[config.mk]
export PLATFORM = sky130hd
export DESIGN_NAME = paddle_ctrl_n
export DESIGN_NICKNAME = d
export VERILOG_FILES = /design/src/rtl/paddle_ctrl_n.sv
export SDC_FILE = /design/constraint.sdc
export NUM_CORES = 1
export LEC_CHECK = 0
export ABC_AREA = 1
export CAP_MARGIN = 20
export CORE_ASPECT_RATIO = 1.4
export CORE_UTILIZATION = 25
export CTS_BUF_LIST = sky130_fd_sc_hd__clkbuf_16
export DETAILED_ROUTE_END_ITERATION = 10
export PLACE_DENSITY = 0.45
export RECOVER_POWER = 100
export SETUP_SLACK_MARGIN = 0.5
export SYNTH_ARGS = -nofsm -noshare
export SYNTH_HDL_FRONTEND = slang
export SYNTH_SLANG_ARGS = --single-unit
[constraint.sdc]
create_clock -name clk -period 6.75 [get_ports clk]
set_input_delay 0.675 -clock clk [delete_from_list [all_inputs] [get_ports clk]]
set_output_delay 0.675 -clock clk [all_outputs]
set_load 0.05 [all_outputs]
[src/rtl/paddle_ctrl_n.sv]
// Multi-paddle position controller: button or ball-tracking movement per paddle,
// with press acceleration, strobe-paced motion and clamping to the visible area.
module paddle_ctrl_n #(
    parameter int NUM_PADDLES = 2,
    parameter int Y_W         = 11,
    parameter int SCREEN_H    = 480,
    parameter int BAT_SMALL   = 48,
    parameter int BAT_LARGE   = 96,
    parameter int STEP_TICK   = 250000,
    parameter int MAX_SPEED   = 4,
    parameter int ACCEL_STEPS = 8,
    parameter int AI_SPEED    = 2,
    parameter int AI_DEADBAND = 4
) (
    input  logic                       clk,
    input  logic                       rst,
    input  logic                       bat_size,
    input  logic [NUM_PADDLES-1:0]     up,
    input  logic [NUM_PADDLES-1:0]     down,
    input  logic [NUM_PADDLES-1:0]     ai_en,
    input  logic [Y_W-1:0]             ball_y,
    input  logic                       freeze,
    output logic [NUM_PADDLES*Y_W-1:0] pos_y,
    output logic [NUM_PADDLES-1:0]     moving
);

    localparam int TICK_W = $clog2(STEP_TICK);
    localparam int SPD_W  = $clog2(MAX_SPEED + 1);
    localparam int ACC_W  = $clog2(ACCEL_STEPS + 1);
    localparam logic [Y_W-1:0] RESET_POS = Y_W'((SCREEN_H - BAT_SMALL) / 2);

    typedef enum logic [1:0] {IDLE, MV_UP, MV_DN} state_t;

    logic [TICK_W-1:0] tick_q, tick_d;
    logic              strobe;
    logic [Y_W-1:0]    bat_h, limit;

    always_comb begin
        strobe = (tick_q == TICK_W'(STEP_TICK - 1));
        tick_d = strobe ? '0 : tick_q + 1'b1;
        bat_h  = bat_size ? Y_W'(BAT_LARGE) : Y_W'(BAT_SMALL);
        limit  = Y_W'(SCREEN_H) - bat_h;
    end

    // Free-running movement pacer; keeps running through freeze.
    always_ff @(posedge clk or negedge rst) begin
        if (!rst) tick_q <= '0;
        else      tick_q <= tick_d;
    end

    genvar gi;
    generate
        for (gi = 0; gi < NUM_PADDLES; gi++) begin : g_paddle
            state_t           state_q, state_d, target;
            logic [SPD_W-1:0] speed_q, speed_d;
            logic [ACC_W-1:0] accel_q, accel_d;
            logic [Y_W-1:0]   pos_q, pos_d;
            logic             moving_q, moving_d;
            logic             req_up, req_dn;
            logic [Y_W:0]     centre, ball_ext, step, sum;

            always_comb begin
                centre   = {1'b0, pos_q} + (Y_W+1)'(bat_h >> 1);
                ball_ext = {1'b0, ball_y};
                if (ai_en[gi]) begin
                    req_up = centre > ball_ext + (Y_W+1)'(AI_DEADBAND);
                    req_dn = centre + (Y_W+1)'(AI_DEADBAND) < ball_ext;
                end else begin
                    req_up = up[gi] & ~down[gi];
                    req_dn = down[gi] & ~up[gi];
                end

                state_d = state_q;
                speed_d = speed_q;
                accel_d = accel_q;
                pos_d   = pos_q;
                target  = req_up ? MV_UP : MV_DN;
                if (freeze || !(req_up || req_dn)) begin
                    state_d = IDLE;
                    speed_d = SPD_W'(1);
                    accel_d = '0;
                end else if (target != state_q) begin
                    state_d = target;
                    speed_d = SPD_W'(1);
                    accel_d = '0;
                end

                // The move uses the post-transition state and speed.
                step = ai_en[gi] ? (Y_W+1)'(AI_SPEED) : (Y_W+1)'(speed_d);
                sum  = {1'b0, pos_q} + step;
                if (strobe && !freeze && state_d != IDLE) begin
                    if (state_d == MV_UP)
                        pos_d = ({1'b0, pos_q} >= step) ? pos_q - step[Y_W-1:0] : '0;
                    else
                        pos_d = (sum <= {1'b0, limit}) ? sum[Y_W-1:0] : limit;
                    if (!ai_en[gi]) begin
                        if (accel_d == ACC_W'(ACCEL_STEPS - 1)) begin
                            accel_d = '0;
                            if (speed_d < SPD_W'(MAX_SPEED)) speed_d = speed_d + 1'b1;
                        end else begin
                            accel_d = accel_d + 1'b1;
                        end
                    end
                end

                // Bat growth near the bottom pulls the paddle back on screen, even frozen.
                if (pos_q > limit) pos_d = limit;
                moving_d = (state_d != IDLE);
            end

            always_ff @(posedge clk or negedge rst) begin
                if (!rst) begin
                    state_q  <= IDLE;
                    speed_q  <= SPD_W'(1);
                    accel_q  <= '0;
                    pos_q    <= RESET_POS;
                    moving_q <= 1'b0;
                end else begin
                    state_q  <= state_d;
                    speed_q  <= speed_d;
                    accel_q  <= accel_d;
                    pos_q    <= pos_d;
                    moving_q <= moving_d;
                end
            end

            assign pos_y[gi*Y_W +: Y_W] = pos_q;
            assign moving[gi]           = moving_q;
        end
    endgenerate

endmodule

Yosys cells after proc, flatten, opt, wreduce, memory -nomap -nowiden
Cells that the tools add are included.
{"block": "totals", "in_bits": 21, "ff_bits": 60, "wordCells": 113, "out_inout_bits": 24}
{"block": "op_classes", "n_addsub": 15, "reduce_logical": 14, "bitwise": 8, "magnitude_cmp": 12, "eq_ne": 7, "n_mux": 46}
{"operator": "2-to-1 mux 11 bit", "n": 10}
{"operator": "2-to-1 mux 3 bit", "n": 14}
{"operator": "2-to-1 mux 4 bit", "n": 10}
{"operator": "adder 11 x 3 -> 12 bit", "n": 2}
{"operator": "adder 11 x 6 -> 12 bit", "n": 2}
{"operator": "adder 12 x 3 -> 12 bit (second input constant)", "n": 2}
{"operator": "greater-than comparator 12 bit", "n": 2}
{"operator": "<= comparator 12 x 11 -> 1 bit", "n": 2}
{"operator": "less-than comparator 12 x 11 -> 1 bit", "n": 2}
{"operator": ">= comparator 11 x 3 -> 1 bit", "n": 2}
{"operator": "greater-than comparator 11 bit", "n": 2}
{"operator": "subtractor 11 x 3 -> 11 bit", "n": 2}
{"operator": "adder 18 x 1 -> 18 bit (second input constant)", "n": 1}
{"operator": "== test 18 bit (second input constant)", "n": 1}
{"operator": "2-to-1 mux 18 bit", "n": 1}
{"operator": "adder 11 x 3 -> 12 bit (second input constant)", "n": 1}
{"operator": "2-to-1 mux 2 bit", "n": 6}
{"operator": "subtractor 9 x 7 -> 10 bit (first input constant)", "n": 1}
{"operator": "adder 4 x 1 -> 4 bit (second input constant)", "n": 2}
{"operator": "== test 4 x 3 -> 1 bit (second input constant)", "n": 2}
{"operator": "nonzero test 2 bit", "n": 4}
{"operator": "2-to-1 mux 7 bit", "n": 1}
{"operator": "adder 3 x 1 -> 3 bit (second input constant)", "n": 2}
{"operator": "less-than comparator 3 bit (second input constant)", "n": 2}
{"operator": "other kinds (8)", "n": 26}

Depth between registers and ports, before layout
Gate-level depths: netlist of run 1.
{"block": "logic_depth", "ltp_word": 16, "mapped_depth": 49, "ltp_nobuf": 49}

Least setup slack after synthesis of run 1
OpenSTA, ideal clock, no wires.
{"block": "synth_timing", "kind": "input to register", "startpoint": "input port bat_size", "endpoint": "register g_paddle[0].pos_q[0]", "setup_ns": 0.129, "n_path_buf": 1, "slack_ns": 0.924, "arrival_ns": 5.697, "t_required_ns": 6.621, "path_stages": 42, "cell_sequence": "inv_1 ha_1 inv_1 ha_1 inv_1 nand2_1 a21oi_4 nand2_1 xor2_1 clkinv_1 nor3_1 xor2_1 inv_1 ha_1 a21boi_0 o21ai_2 nand2_2 nand2_8 [... 6 more ...] clkbuf_1 nor2_1 nor2_1 nor3_1 xor2_1 ha_1 inv_1 nor3b_1 nand4_1 o21ai_0 nand2_1 nand3_1 nand2_1 inv_1 nand2_1 inv_1 o21ai_0 o21ai_0"}
{"block": "synth_between", "word_cells_on_any_way": 32, "classes_between": "5 x add/sub; 5 x order compare; 2 x eq/ne; 14 x mux; 6 x reduce/logical"}
{"element": "start, declared", "line_no": "17", "source": "input logic bat_size,"}
{"element": "2-to-1 mux 7 bit (*)", "line_no": "41", "source": "bat_h = bat_size ? Y_W'(BAT_LARGE) : Y_W'(BAT_SMALL);"}
{"element": "adder 11 x 6 -> 12 bit (*)", "line_no": "63", "source": "centre = {1'b0, pos_q} + (Y_W+1)'(bat_h >> 1);"}
{"element": "adder 12 x 3 -> 12 bit", "line_no": "67", "source": "req_dn = centre + (Y_W+1)'(AI_DEADBAND) < ball_ext;"}
{"element": "less-than comparator 12 x 11 -> 1 bit", "line_no": "67"}
{"element": "2-to-1 mux 1 bit", "line_no": "65", "source": "if (ai_en[gi]) begin"}
{"element": "logical OR 1 bit", "line_no": "78", "source": "if (freeze || !(req_up || req_dn)) begin"}
{"element": "logical NOT 1 bit", "line_no": "78"}
{"element": "logical OR 1 bit", "line_no": "78"}
{"element": "2-to-1 mux 2 bit (*)", "line_no": "78"}
{"element": "nonzero test 2 bit (*)"}
{"element": "net g_paddle[0].moving_d", "line_no": "58", "source": "logic moving_q, moving_d;"}
{"element": "logical AND 1 bit (*)", "line_no": "91", "source": "if (strobe && !freeze && state_d != IDLE) begin"}
{"element": "nonzero test 2 bit (no line) (*)"}
{"element": "end signal, assigned", "line_no": "122", "source": "pos_q <= pos_d;"}
{"element": "end, declared", "line_no": "57", "source": "logic [Y_W-1:0] pos_q, pos_d;"}
The timed path passes the listed nets; every way through them passes the cells marked *. The select of a mux whose other input is x is not followed.
A chain may end at the register's enable or synchronous reset.

Worst setup path in the final report of run 1
{"block": "layout_timing", "startpoint": "register g_paddle[1].pos_q[4]", "endpoint": "register g_paddle[1].pos_q[0]"}
{"block": "layout_between", "word_cells_on_any_way": 30, "classes_between": "4 x add/sub; 5 x order compare; 2 x eq/ne; 13 x mux; 6 x reduce/logical"}
{"element": "start, declared", "line_no": "57"}
{"element": "start signal, assigned", "line_no": "122"}
{"element": "adder 11 x 6 -> 12 bit (*)", "line_no": "63"}
{"element": "adder 12 x 3 -> 12 bit", "line_no": "67"}
{"element": "less-than comparator 12 x 11 -> 1 bit", "line_no": "67"}
{"element": "2-to-1 mux 1 bit", "line_no": "65"}
{"element": "logical OR 1 bit", "line_no": "78"}
{"element": "logical NOT 1 bit", "line_no": "78"}
{"element": "logical OR 1 bit", "line_no": "78"}
{"element": "2-to-1 mux 2 bit (*)", "line_no": "78"}
{"element": "nonzero test 2 bit (*)"}
{"element": "net g_paddle[1].moving_d", "line_no": "58"}
{"element": "logical AND 1 bit (*)", "line_no": "91"}
{"element": "nonzero test 2 bit (no line) (*)"}
Marks and branches as above.

==> qor.yml, run 1 <==
status:
  status: "complete, but fails checks"
  violations: "max-capacitance violations, max-slew violations"
floorplanning:
  coreArea_sq_um: 24800
  start_util_pct: 25.6
  die_area_sq_um: 26100
  chipHeight_um: 191
  io_pins: 45
  die_w_um: 137
  rows: 68
critical_path:
  crit_path_max_fanout: 8
  max_stage_delay_ns: 0.72
  crit_path_start_kind: "flop"
  crit_required_ns: 6.97
  cp_common_cell: "nand2_1"
  worstPathArrival_ns: 6.25
  end_kind: "flop"
  crit_type: "flop to flop"
  slowest_stage: "dfstp_1"
cts:
  hold_buffers: 0
  cts_root_buf: "clkbuf_16"
  h-tree-depth: 3
  clk-insertion-delay-late_ns: 0.35
  clkTransAtPathRegs_ns: 0.06
  max-clock-path-buffers: 2
  cts_buffers: 9
  cts_tree: "yes"
  clock-sinks: 60
route:
  drc_errors: 0
  vias: 6087
  drt_iter0_markers: 220
  antenna_left: 0
  drtPass1Iterations: 6
  avgRoutedWirePerCell_um: 14.5
  via_per_inst: 4.62
  finalWirelength_mm: 19.1
sta:
  setup_violations: 0
  tightest_slew_ns: 3.48
  setup_tns_ns: 0
  fmax_ghz: 0.166
  hold_viol_final: 0
  rsz0062_at_grt: "false"
  maxSlewHeadroom_pct: -132
  fin_crit_sh_pct: 89.4
  fin_skew_ns: 0.0111
  min_period_ns: 6.04
  slew_violations: 61
place:
  dp_hpwl_mm: 15.4
  gp_congestion: 0.897
  portBuffers: 44
  placed_cells: 1287
flow_run:
  cap_viol_max_count: 1
logic_synthesis:
  yosys-top-cells-count: "149 x nand2_1, 142 x inv_1, 99 x nor2_1"
  synth-edff-count: 0
  synth_nets: 982
  synth_ff_type: "dfrtp_1"
  yosysWarnings: 0
  synth_area_leaders: "dfrtp_1 20%, ha_1 14%, nand2_1 8.8%, inv_1 8.4%, xor2_1 7.2%"
  ys_ff_latch: 60
  avgSynthCellArea_sq_um: 7.19
  synthArstFlopShare_pct: 100
  syn_area_sq_um: 6360
  seq_area_frac_synth_pct: 23.8
  synth_top_area_share_pct: 19.7
  synth_cells: 884
  synth_cell_types: 56
  synth_top_cell_by_area: "dfrtp_1"
  post-synth-top-count-cell: "nand2_1"
power:
  power.leakage_uw: 0.00403
  seqPwrFrac_pct: 25.4
  combPwrFrac_pct: 46.6
  ir_drop_mv: 0.0960
  power_uw: 1650
  p_clk_share_pct: 28.0
  swShare_pct: 42.0
  power.net_switching_uw: 692
  cellPowerDensity_nw_per_um2: 202
  p_int_uw: 957
grt:
  use_met3_pct: 2.29
  grt_pass1_wl_mm: 30.4
  grt_max_degree: 61
  overflow: 0
  grt_use_met1_pct: 17.4
  antenna_found_initial: 0
  track_usage_pct: 15.3
  top_usage_layer: "met2"
  grt_pass1_vias: 6097
  met2_usage_pct: 27.0
finish:
  nets: 1095
  stdcell_count: 1317
  area_delta_synth_final_pct: 28.2
  antennaDiodeCount: 0
  drive_above_1_share_pct: 18.8
  fillers: 2735
worst_hold_path:
  hold_class: "flop to flop"
==> cell families after synthesis <==
group,count (synthesis),synth area share [%]
adder cells (fa/ha/maj),77,15.6
XOR/XNOR,63,9.15
flip-flops,60,23.8
AND/OR/NAND/NOR,413,31.1
AO/OA/AOI/OAI,103,9.53
multiplexers,2,0.335
buffers and inverters,166,10.4
==> cell type report <==
cell class,count,area [sq um],share of cell area (%)
multi-input combinational,658,4400,54.0
sequential,60,1520,18.6
timing repair buffer,115,958,11.8
inverter,153,584,7.17
tap,315,394,4.84
clock buffer,9,225,2.76
clock inverter,7,68.8,0.844
==> routing by layer <==
layer | up-vias | part of all wire, %
met5 | - | 0
met3 | 56 | 3.1
li1 | 3116 | -
met4 | 0 | 4.4
met2 | 106 | 50
met1 | 2809 | 42
==> cell usage in the layout (no fill, tap or decap), types with 9 or more instances in the layout <==
| cell | n |
|---|---|
| nand2_1 | 143 |
| inv_1 | 139 |
| nor2_1 | 93 |
| buf_4 | 67 |
| ha_1 | 64 |
| nand3_1 | 59 |
| dfrtp_1 | 50 |
| xor2_1 | 49 |
| a21oi_1 | 35 |
| nor3_1 | 27 |
| nand4_1 | 26 |
| dlygate4sd3_1 | 24 |
| o21ai_0 | 19 |
| clkdlybuf4s50_1 | 17 |
| nor2_2 | 14 |
| nand2_2 | 13 |
| o21ai_1 | 12 |
| inv_2 | 9 |
| clkbuf_16 | 9 |
==> worst paths after layout <==
check                                     start              endpoint  slack (ns)  depth (start not counted)
max                        g_paddle[1].pos_q[4]  g_paddle[1].pos_q[0]        0.71                         40
min                                   tick_q[0]             tick_q[0]        0.47                          1
max reg2reg                g_paddle[1].pos_q[4]  g_paddle[1].pos_q[0]        0.71                         40
min reg2reg                           tick_q[0]             tick_q[0]        0.47                          1
max in group asynchronous                   rst  g_paddle[0].pos_q[8]        3.17                          2
min in group asynchronous                   rst            tick_q[11]        1.60                          2
==> critical path: cells and delay by family, from the launching register on <==
family                     cells  cell delay (ns)
AOI/OAI and AO/OA              9             1.19
xor gates and xnor gates       2             0.46
adders and majority gates      4             1.04
buffers and inverters          7             0.64
DFF                            1             0.72
and+or+nand+nor               18             1.85
==> power groups by stage <==
stage,registers [uW],logic (uW),clock network [uW]
2_1_floorplan,443,448,0
3_3_place_gp,424,716,0
6_report,418,769,461
4_1_cts,418,721,477
3_5_place_dp,424,713,0
5_1_grt,421,869,489
==> flip-flops by register name, indices dropped and copies added, names as in the netlist <==
register,flops
g_paddle.pos_q,22
tick_q,18
g_paddle.accel_q,8
g_paddle.speed_q,6
g_paddle.state_q,4
g_paddle.moving_q,2
==> metrics by stage <==
step                hold WS, ns  cell area (sq um)  worst slack (ns)  util, %
floorplan                 0.379               6360             0.924        -
global placement          0.460               7530            -0.115     30.3
detailed placement        0.455               7530            -0.109     30.3
CTS                       0.463               7840             0.571     31.6
global route              0.507               8150             0.225     32.8
finish                    0.468               8150             0.715     32.8
==> timing repair <==
action	in CTS	in global routing
buffers inserted	0	14
endpoints found under the setup margin	18	20
gates cloned	0	0
pin swaps	3	17
gates resized for setup	7	66
Power figures use the tool's default switching activity.
==> run 2: changes to the inputs <==
Settings changed: SLEW_MARGIN set to 20.
==> results of run 2 <==
No change in the layout: final DEF, timing and power equal those of run 1.
==> run 3: changes to the inputs <==
Settings changed: CORE_ASPECT_RATIO 1.4 to not set, CORE_UTILIZATION 25 to 45, PLACE_DENSITY 0.45 to 0.68.
==> qor.yml, run 3 (same netlist as run 1, synthesis figures left out) <==
status:
  status: "complete, but fails checks"
  violations: "max-capacitance violations, max-slew violations"
finish:
  utilization_pct: 56.9
  regMostFlops: "g_paddle.pos_q"
  largest_reg_flops: 22
  reg_top3: "g_paddle.pos_q (22), tick_q (18), g_paddle.accel_q (8)"
  regArea_sq_um: 1510
  drive_above_1_share_pct: 16.1
  area_delta_synth_final_pct: 23.7
  fin_area_sq_um: 7870
  multi_input_area_sq_um: 4370
  fillers: 1304
  nets: 1079
  final_common_cell: "nand2_1"
  layout_common_cells: "144 x nand2_1, 142 x inv_1, 96 x nor2_1"
  antennaDiodeCount: 0
route:
  drc_errors: 0
  avgRoutedWirePerCell_um: 14.5
  drtPass1Iterations: 5
  antenna_left: 0
  vias: 6115
  drt_iter0_markers: 441
  via_per_inst: 5.24
  finalWirelength_mm: 16.9
floorplanning:
  die_area_sq_um: 14600
  start_util_pct: 46.0
  chipHeight_um: 121
  rows: 43
  die_w_um: 121
  io_pins: 45
  coreArea_sq_um: 13800
place:
  gp_congestion: 0.941
  dpl_cell_area_sq_um: 7190
  portBuffers: 44
  preCtsSetupSlack_ns: -0.0859
  dp_hpwl_mm: 12.8
critical_path:
  crit_buf_inv: 7
  end_kind: "flop"
  max_stage_delay_ns: 0.66
  crit_path_max_fanout: 8
  crit_required_ns: 6.96
  crit_type: "flop to flop"
  cp_top_family: "simple AND/OR/NAND/NOR gates"
  worstPathArrival_ns: 6.29
  cp_common_cell: "nand2_1"
  crit_path_start_kind: "flop"
  slowest_stage: "dfstp_1"
power:
  ir_drop_mv: 0.161
  cellPowerDensity_nw_per_um2: 212
  power.leakage_uw: 0.00398
cts:
  hold_buffers: 0
  cts_buffers: 9
  cts_tree: "yes"
  cts_root_buf: "clkbuf_16"
  max-clock-path-buffers: 2
  clkTransAtPathRegs_ns: 0.05
  clk-insertion-delay-late_ns: 0.34
  h-tree-depth: 3
  clock-sinks: 60
grt:
  track_usage_pct: 23.7
  grt_pass1_vias: 5826
  overflow: 0
  grt_max_degree: 61
  antenna_found_initial: 0
  grt_pass1_wl_mm: 27.2
sta:
  tightest_slew_ns: 3.37
  setup_slack_ns: 0.672
  maxSlewHeadroom_pct: -125
  min_period_ns: 6.08
  fin_skew_ns: 0.00715
  fin_crit_sh_pct: 90.0
  setup_tns_ns: 0
  hold_slack_ns: 0.469
  hold_viol_final: 0
  rsz0062_at_grt: "true"
  slew_violations: 61
  fmax_ghz: 0.165
  setup_violations: 0
worst_hold_path:
  hold_class: "flop to flop"
flow_run:
  cap_viol_max_count: 1
==> run 3: cell types whose count changed in the layout (fill, tap and decap cells not counted), moves of 2 or more <==
| cell | previous run | this run |
|---|---|---|
| inv_1 | 139 | 142 |
| o21ai_0 | 19 | 17 |
| ha_1 | 64 | 67 |
| ha_4 | 7 | 5 |
| clkinv_1 | 2 | 6 |
| clkinv_2 | 3 | 1 |
| inv_2 | 9 | 7 |
| bufinv_16 | 1 | 3 |
| clkinv_4 | 3 | 1 |
| nor2_1 | 93 | 96 |
| buf_4 | 67 | 50 |
| nor2_2 | 14 | 11 |
==> run 3: timing repair <==
action,CTS,global route
setup endpoints to repair,17,22
pin swaps,8,17
setup buffers,5,16
resized for setup,18,45
==> run 3: cell type report <==
type                    count  area share, %
flip-flops and latches     60           19.2
multi-input cells         658           55.6
well taps                 180           2.86
inverters                 153           7.38
clock inverters             7           1.34
clock buffers               9           2.86
repair buffers             99           10.8
==> run 3: final timing paths <==
path	end	slack, ns	start	cells after the start
min in group asynchronous	g_paddle[0].pos_q[8]	1.56	rst	2
worst min register to register	tick_q[0]	0.47	tick_q[0]	1
worst max-delay path	g_paddle[1].pos_q[5]	0.67	g_paddle[1].pos_q[4]	43
worst max register to register	g_paddle[1].pos_q[5]	0.67	g_paddle[1].pos_q[4]	43
worst min-delay path	tick_q[0]	0.47	tick_q[0]	1
max in group asynchronous	g_paddle[1].pos_q[2]	3.25	rst	2
==> run 3: stage by stage <==
step | total power (uW) | cells
detailed placement | 1080 | 1129
CTS | 1630 | 1150
floorplan | 890 | 884
finish | 1670 | 1166
global route | 1780 | 1166
global placement | 1080 | 1129
==> run 3: worst reg2reg max path: cells and delay by family (launching register included) <==
kind | cells | cell delay [ns]
AO/OA/AOI/OAI | 5 | 0.67
XOR/XNOR | 3 | 0.59
adder cells (fa/ha/maj) | 4 | 1.05
buffers and inverters | 7 | 0.79
flip-flops | 1 | 0.66
AND/OR/NAND/NOR | 24 | 2.20
==> run 3: where the power goes <==
part | switching, uW | leakage, uW | internal (uW)
Sequential | 31.3 | 0.000768 | 379
Combinational | 462 | 0.00305 | 271
Clock | 168 | 0.000160 | 355
Total | 662 | 0.00398 | 1010
==> run 3: routing by layer <==
layer,global-route usage [%],wire (um)
met1,30.2,7410
met2,40.3,8010
met3,4.48,1090
met5,0,0
met4,7.18,361
==> variant 1, RTL diff (config.mk and constraints of run 3) <==
The parameter `MAX_SPEED` goes from 4 to 2.
--- a/src/rtl/paddle_ctrl_n.sv
+++ b/src/rtl/paddle_ctrl_n.sv
@@ -8,5 +8,5 @@
     parameter int BAT_LARGE   = 96,
     parameter int STEP_TICK   = 250000,
-    parameter int MAX_SPEED   = 4,
+    parameter int MAX_SPEED   = 2,
     parameter int ACCEL_STEPS = 8,
     parameter int AI_SPEED    = 2,
Function: same outputs for any inputs over 10 cycles, from zero or initial values and one cycle with rst low; that may be too few to reach the edited logic, so the function may still have changed.
==> variant 1 against run 3 <==
  * The run still ends with capacitance limit, slew limit left
  * Total power down 9.2%
  * Combinational power decreased by 3.7%
  * Clock skew grew 0.0022 ns
  * Setup slack got worse by 0.14 ns
  * Synthesized area decreased by 2.4%
  * Critical endpoint is now g_paddle[0].pos_q[8]
  * Sequential share of layout area increased by 0.64 points
  * Design area shrank 6.4%
  * Wire length decreased by 5.8%
  * Sequential cell count decreased by 2
  * Count of clock-buffer cells in the layout unchanged
==> variant 1: results (changes against run 3) <==
- First-pass GRT wire length: 26700 um (-2.1%)
- Leakage power: 0.00370 uW (-7.1%)
- Worst-path maximum fanout: 5 (-3)
- Non-Filler Instances: 1118 (-4.1%)
- R2R Setup Slk: 0.78 ns (+0.11 ns)
- Hpwl dp: 12200 um (-4.7%)
- Worst R2R Start: g_paddle[0].pos_q[3]
- Pre-CTS setup slack: -0.114 ns (-0.0285 ns)
- Crit-path max cell delay: 0.51 ns (-0.15 ns)
- Number of global-route vias before repair: 5676 (-2.6%)
- Largest net degree at the start of global routing: 59 (-3.3%)
- Outcome: finished, violations left
- Routability Congestion: 0.899 (-4.5%)
- Cell variety after synth: 49 (-13%)
- Filler Cells Inserted: 1322 (+1.4%)
- Failing checks: capacitance limit, slew limit
- Post-Route Skew: 0.00931 ns (+0.00216 ns)
- Max-Cap Viols: 1 (unchanged)
- Syn_nets: 968 (-1.4%)
- DRT iter0 DRCs: 364 (-17%)
- CP max-delay cell: clkdlybuf4s50_1
- Fin. max-slew vios: 59 (-3.3%)
- R2R depth: 40 (-7.0%)
- FF-to-FF End: g_paddle[0].pos_q[8]
- Syn avg cell area: 7.12 um2 (-1.0%)
- Synth area leaders: dfrtp_1, ha_1, inv_1, nand2_1, xor2_1
- Share of cells above drive strength 1: 0.146 (-0.0148)
- Worst relative slew slack: -1.17 (+0.0812)
- Vias after detailed routing: 5788 (-5.3%)
- Worst EP arrival: 6.43 ns (+0.14 ns)
- VDD IR max: 0.172 mV (+6.7%)
- Area post-placement: 6880 um2 (-4.4%)
- GRT Overall Usage: 0.233 (-0.00409)
- Fin nets: 1034 (-4.2%)
- Routed WL per cell: 14.2 um (-1.8%)
- Initial Util: 0.465 (+0.00525)
- Worst Hold Depth: 1 (unchanged)
- Proportion of synthesized chip area in sequential cells: 0.236 (-0.00230)
## variant 1: cell count changes after synthesis, moves of 5 or more
cell / before / now
o21ai_0: 25 / 31
xnor2_1: 7 / 12
a21oi_1: 39 / 28
inv_1: 142 / 147
xor2_1: 52 / 47
nand2_2: 9 / 16
nand2_1: 149 / 143
inv_2: 7 / 13
nand4_1: 26 / 18
nor3_1: 30 / 23
## variant 1: area by class of cell
cell class	count	area (um2)	area share
repair buffers	70	626	0.0850
well taps	176	220	0.0299
inverters	164	621	0.0843
multi-input cells	635	4170	0.567
clock buffers	9	225	0.0306
clock inverters	6	35.0	0.00476
flip-flops and latches	58	1460	0.199
## variant 1: repair_timing
item / 4_1_cts / 5_1_grt
setup buffers: 4 / 8
gates resized for setup: 12 / 31
pin swaps: 3 / 3
setup endpoints to repair: 9 / 20
## variant 1: power by group
group	switching, uW	leakage (uW)	internal (uW)
Sequential	32.8	0.000741	369
Clock	164	0.000127	243
Combinational	454	0.00283	252
## variant 1: worst register-to-register path: cells and delay by family (launching register included)
| family | cells | cell delay, ns |
|---|---|---|
| buffers and inverters | 7 | 0.53 |
| xor gates and xnor gates | 2 | 0.28 |
| adders and majority gates | 6 | 1.47 |
| and+or+nand+nor | 21 | 2.21 |
| AOI/OAI and AO/OA | 4 | 0.75 |
| DFF | 1 | 0.62 |
## variant 1: per-layer routing
metal | share of wire | vias to the layer above | GRT usage
met3 | 0.037 | 23 | 0.0369
li1 | - | 2933 | -
met4 | 0.019 | 0 | 0.0711
met2 | 0.48 | 132 | 0.398
met5 | 0 | - | 0
met1 | 0.46 | 2700 | 0.301
## variant 1: kinds of logic after synthesis
logic type / count (synthesis) / share of synthesized area
adders and majority gates: 75 / 0.156
AOI/OAI and AO/OA: 101 / 0.0960
and+or+nand+nor: 394 / 0.300
buffers and inverters: 179 / 0.114
DFF: 58 / 0.236
xor gates and xnor gates: 64 / 0.0964
muxes: 1 / 0.00181
## variant 1: how the worst max path moves through the flow
| stage | to | cells after the start | slack (ns) |
|---|---|---|---|
| after floorplan | g_paddle[1].pos_q[5] | 41 | 0.94 |
| after global placement | g_paddle[0].pos_q[2] | 42 | -0.03 |
| after detailed placement | g_paddle[0].pos_q[1] | 42 | -0.11 |
| after CTS | g_paddle[0].pos_q[1] | 41 | 0.52 |
| after global routing | g_paddle[0].pos_q[1] | 43 | 0.08 |
| final | g_paddle[0].pos_q[8] | 37 | 0.53 |
## variant 1: through the flow
stage	TNS, ns	hold WS, ns
floorplan	0	0.379
global placement	-0.0865	0.456
detailed placement	-0.603	0.464
CTS	0	0.477
global route	0	0.506
finish	0	0.468
==> variant 2, RTL diff (settings of run 3) <==
Without the edit above. Register the inputs `bat_size`, `up`, `down`, `ai_en`, `ball_y` and `freeze` before use. The logic sees them one clock later.
--- a/src/rtl/paddle_ctrl_n.sv
+++ b/src/rtl/paddle_ctrl_n.sv
@@ -32,4 +32,20 @@
     typedef enum logic [1:0] {IDLE, MV_UP, MV_DN} state_t;
 
+    logic bat_size_q;
+    logic [NUM_PADDLES-1:0] up_q;
+    logic [NUM_PADDLES-1:0] down_q;
+    logic [NUM_PADDLES-1:0] ai_en_q;
+    logic [Y_W-1:0] ball_y_q;
+    logic freeze_q;
+
+    always_ff @(posedge clk) begin
+        bat_size_q <= bat_size;
+        up_q       <= up;
+        down_q     <= down;
+        ai_en_q    <= ai_en;
+        ball_y_q   <= ball_y;
+        freeze_q   <= freeze;
+    end
+
     logic [TICK_W-1:0] tick_q, tick_d;
     logic              strobe;
@@ -39,5 +55,5 @@
         strobe = (tick_q == TICK_W'(STEP_TICK - 1));
         tick_d = strobe ? '0 : tick_q + 1'b1;
-        bat_h  = bat_size ? Y_W'(BAT_LARGE) : Y_W'(BAT_SMALL);
+        bat_h  = bat_size_q ? Y_W'(BAT_LARGE) : Y_W'(BAT_SMALL);
         limit  = Y_W'(SCREEN_H) - bat_h;
     end
@@ -62,11 +78,11 @@
             always_comb begin
                 centre   = {1'b0, pos_q} + (Y_W+1)'(bat_h >> 1);
-                ball_ext = {1'b0, ball_y};
-                if (ai_en[gi]) begin
+                ball_ext = {1'b0, ball_y_q};
+                if (ai_en_q[gi]) begin
                     req_up = centre > ball_ext + (Y_W+1)'(AI_DEADBAND);
                     req_dn = centre + (Y_W+1)'(AI_DEADBAND) < ball_ext;
                 end else begin
-                    req_up = up[gi] & ~down[gi];
-                    req_dn = down[gi] & ~up[gi];
+                    req_up = up_q[gi] & ~down_q[gi];
+                    req_dn = down_q[gi] & ~up_q[gi];
                 end
 
@@ -76,5 +92,5 @@
                 pos_d   = pos_q;
                 target  = req_up ? MV_UP : MV_DN;
-                if (freeze || !(req_up || req_dn)) begin
+                if (freeze_q || !(req_up || req_dn)) begin
                     state_d = IDLE;
                     speed_d = SPD_W'(1);
@@ -87,12 +103,12 @@
 
                 // The move uses the post-transition state and speed.
-                step = ai_en[gi] ? (Y_W+1)'(AI_SPEED) : (Y_W+1)'(speed_d);
+                step = ai_en_q[gi] ? (Y_W+1)'(AI_SPEED) : (Y_W+1)'(speed_d);
                 sum  = {1'b0, pos_q} + step;
-                if (strobe && !freeze && state_d != IDLE) begin
+                if (strobe && !freeze_q && state_d != IDLE) begin
                     if (state_d == MV_UP)
                         pos_d = ({1'b0, pos_q} >= step) ? pos_q - step[Y_W-1:0] : '0;
                     else
                         pos_d = (sum <= {1'b0, limit}) ? sum[Y_W-1:0] : limit;
-                    if (!ai_en[gi]) begin
+                    if (!ai_en_q[gi]) begin
                         if (accel_d == ACC_W'(ACCEL_STEPS - 1)) begin
                             accel_d = '0;
Check against the original RTL: not equivalent (a bounded check fails within 4 cycles, from zero or initial values and one cycle with rst low).
==> variant 2 against run 3 <==
  * The run still ends with capacitance limit, slew limit left
  * Core utilization fell by 3.1 points
  * Critical path depth stayed put
  * Clock skew grew 0.0014 ns
  * Design area fell by 0.27%
  * Wire length is 1.6% lower
  * Synthesized area increased by 6.5%
  * Setup slack improved by 0.075 ns
  * Non-clock buffer count fell by 40
  * Sequential cell count increased by 19
  * Largest cell class unchanged
Power is not compared: it rests on default switching activity, and its combinational part moved more than twofold at a synthesized area within 25%.
==> variant 2: results (changes against run 3) <==
- GRT Overall Usage: 0.217 (-0.0203)
- Synth top cells by count: nand2_1, inv_1, nor2_1
- Outcome: finished, violations left
- Failing checks: capacitance limit, slew limit
- Metal1 wirelength: 7370 um (-0.58%)
- Pre-CTS setup slack: 0.213 ns (+0.299 ns)
- Share of flip-flops with an asynchronous set or reset: 0.759 (-0.241)
- Proportion of synthesized chip area in sequential cells: 0.280 (+0.0416)
- FF-to-FF End: g_paddle[0].pos_q[6]
- Clk slew on worst S/H paths: 0.07 ns (+0.02 ns)
- Largest registers: g_paddle.pos_q (22), tick_q (18), ball_y_q (11)
- Vias after detailed routing: 6108 (-0.11%)
- Routed WL per cell: 14.5 um (about the same)
- Min Hold Slack: 0.462 ns (-0.00709 ns)
- Worst EP arrival: 6.27 ns (-0.02 ns)
- Syn Inst Count: 904 (+2.3%)
- Met3 WL: 939 um (-13%)
- Worst R2R Start: g_paddle[0].pos_q[3]
- Filler Cells Inserted: 1416 (+8.6%)
- Share of cells above drive strength 1: 0.132 (-0.0294)
- Worst-path maximum fanout: 7 (-1)
- Fin. max-slew vios: 61 (unchanged)
- Cell variety after synth: 54 (-3.6%)
- Max-Cap Viols: 1 (unchanged)
- Number of global-route vias before repair: 5705 (-2.1%)
variant 2: routing by layer:
| layer | vias to the layer above | GRT usage |
|---|---|---|
| li1 | 3051 | - |
| met1 | 2834 | 0.276 |
| met2 | 202 | 0.370 |
| met3 | 21 | 0.0404 |
| met4 | 0 | 0.0638 |
| met5 | - | 0 |
variant 2: repair_timing:
action / in CTS / in global routing
endpoints found under the setup margin: 12 / 20
setup buffers: 1 / 12
pin swaps: 1 / 7
gates resized for setup: 6 / 47
variant 2: final cells by class:
cell class                 instances  area [um2]  share of cell area
inverter                         152         587              0.0748
sequential                        79        1900               0.242
tap                              184         230              0.0294
multi-input combinational        657        4320               0.550
clock inverter                     7        48.8             0.00622
clock buffer                       9         225              0.0287
timing repair buffer              59         541              0.0689
variant 2: cells by family (layout without fill, tap and decap cells):
group,Yosys count,in the layout,synth area share
mux,2,2,0.00296
buf+inv,168,227,0.101
compound gates,107,107,0.0939
fa+ha+maj,77,77,0.147
simple gates,408,408,0.288
flops,79,79,0.280
xor+xnor,63,63,0.0881
variant 2: worst max-delay path by stage:
stage | start | endpoint | depth (start not counted)
final | g_paddle[0].pos_q[3] | g_paddle[0].pos_q[6] | 43
after global routing | g_paddle[1].pos_q[3] | g_paddle[1].pos_q[5] | 43
after CTS | g_paddle[0].pos_q[3] | g_paddle[0].pos_q[6] | 42
after detailed placement | bat_size_q | g_paddle[0].pos_q[6] | 44
after global placement | bat_size_q | g_paddle[0].pos_q[8] | 43
after floorplan | g_paddle[0].pos_q[3] | g_paddle[0].pos_q[4] | 43
variant 2: report_power, final:
part / leakage, uW / switching (uW) / internal, uW
registers: 0.000940 / 7.37 / 481
logic: 0.00283 / 79.6 / 44.5
clock network: 0.000130 / 218 / 250
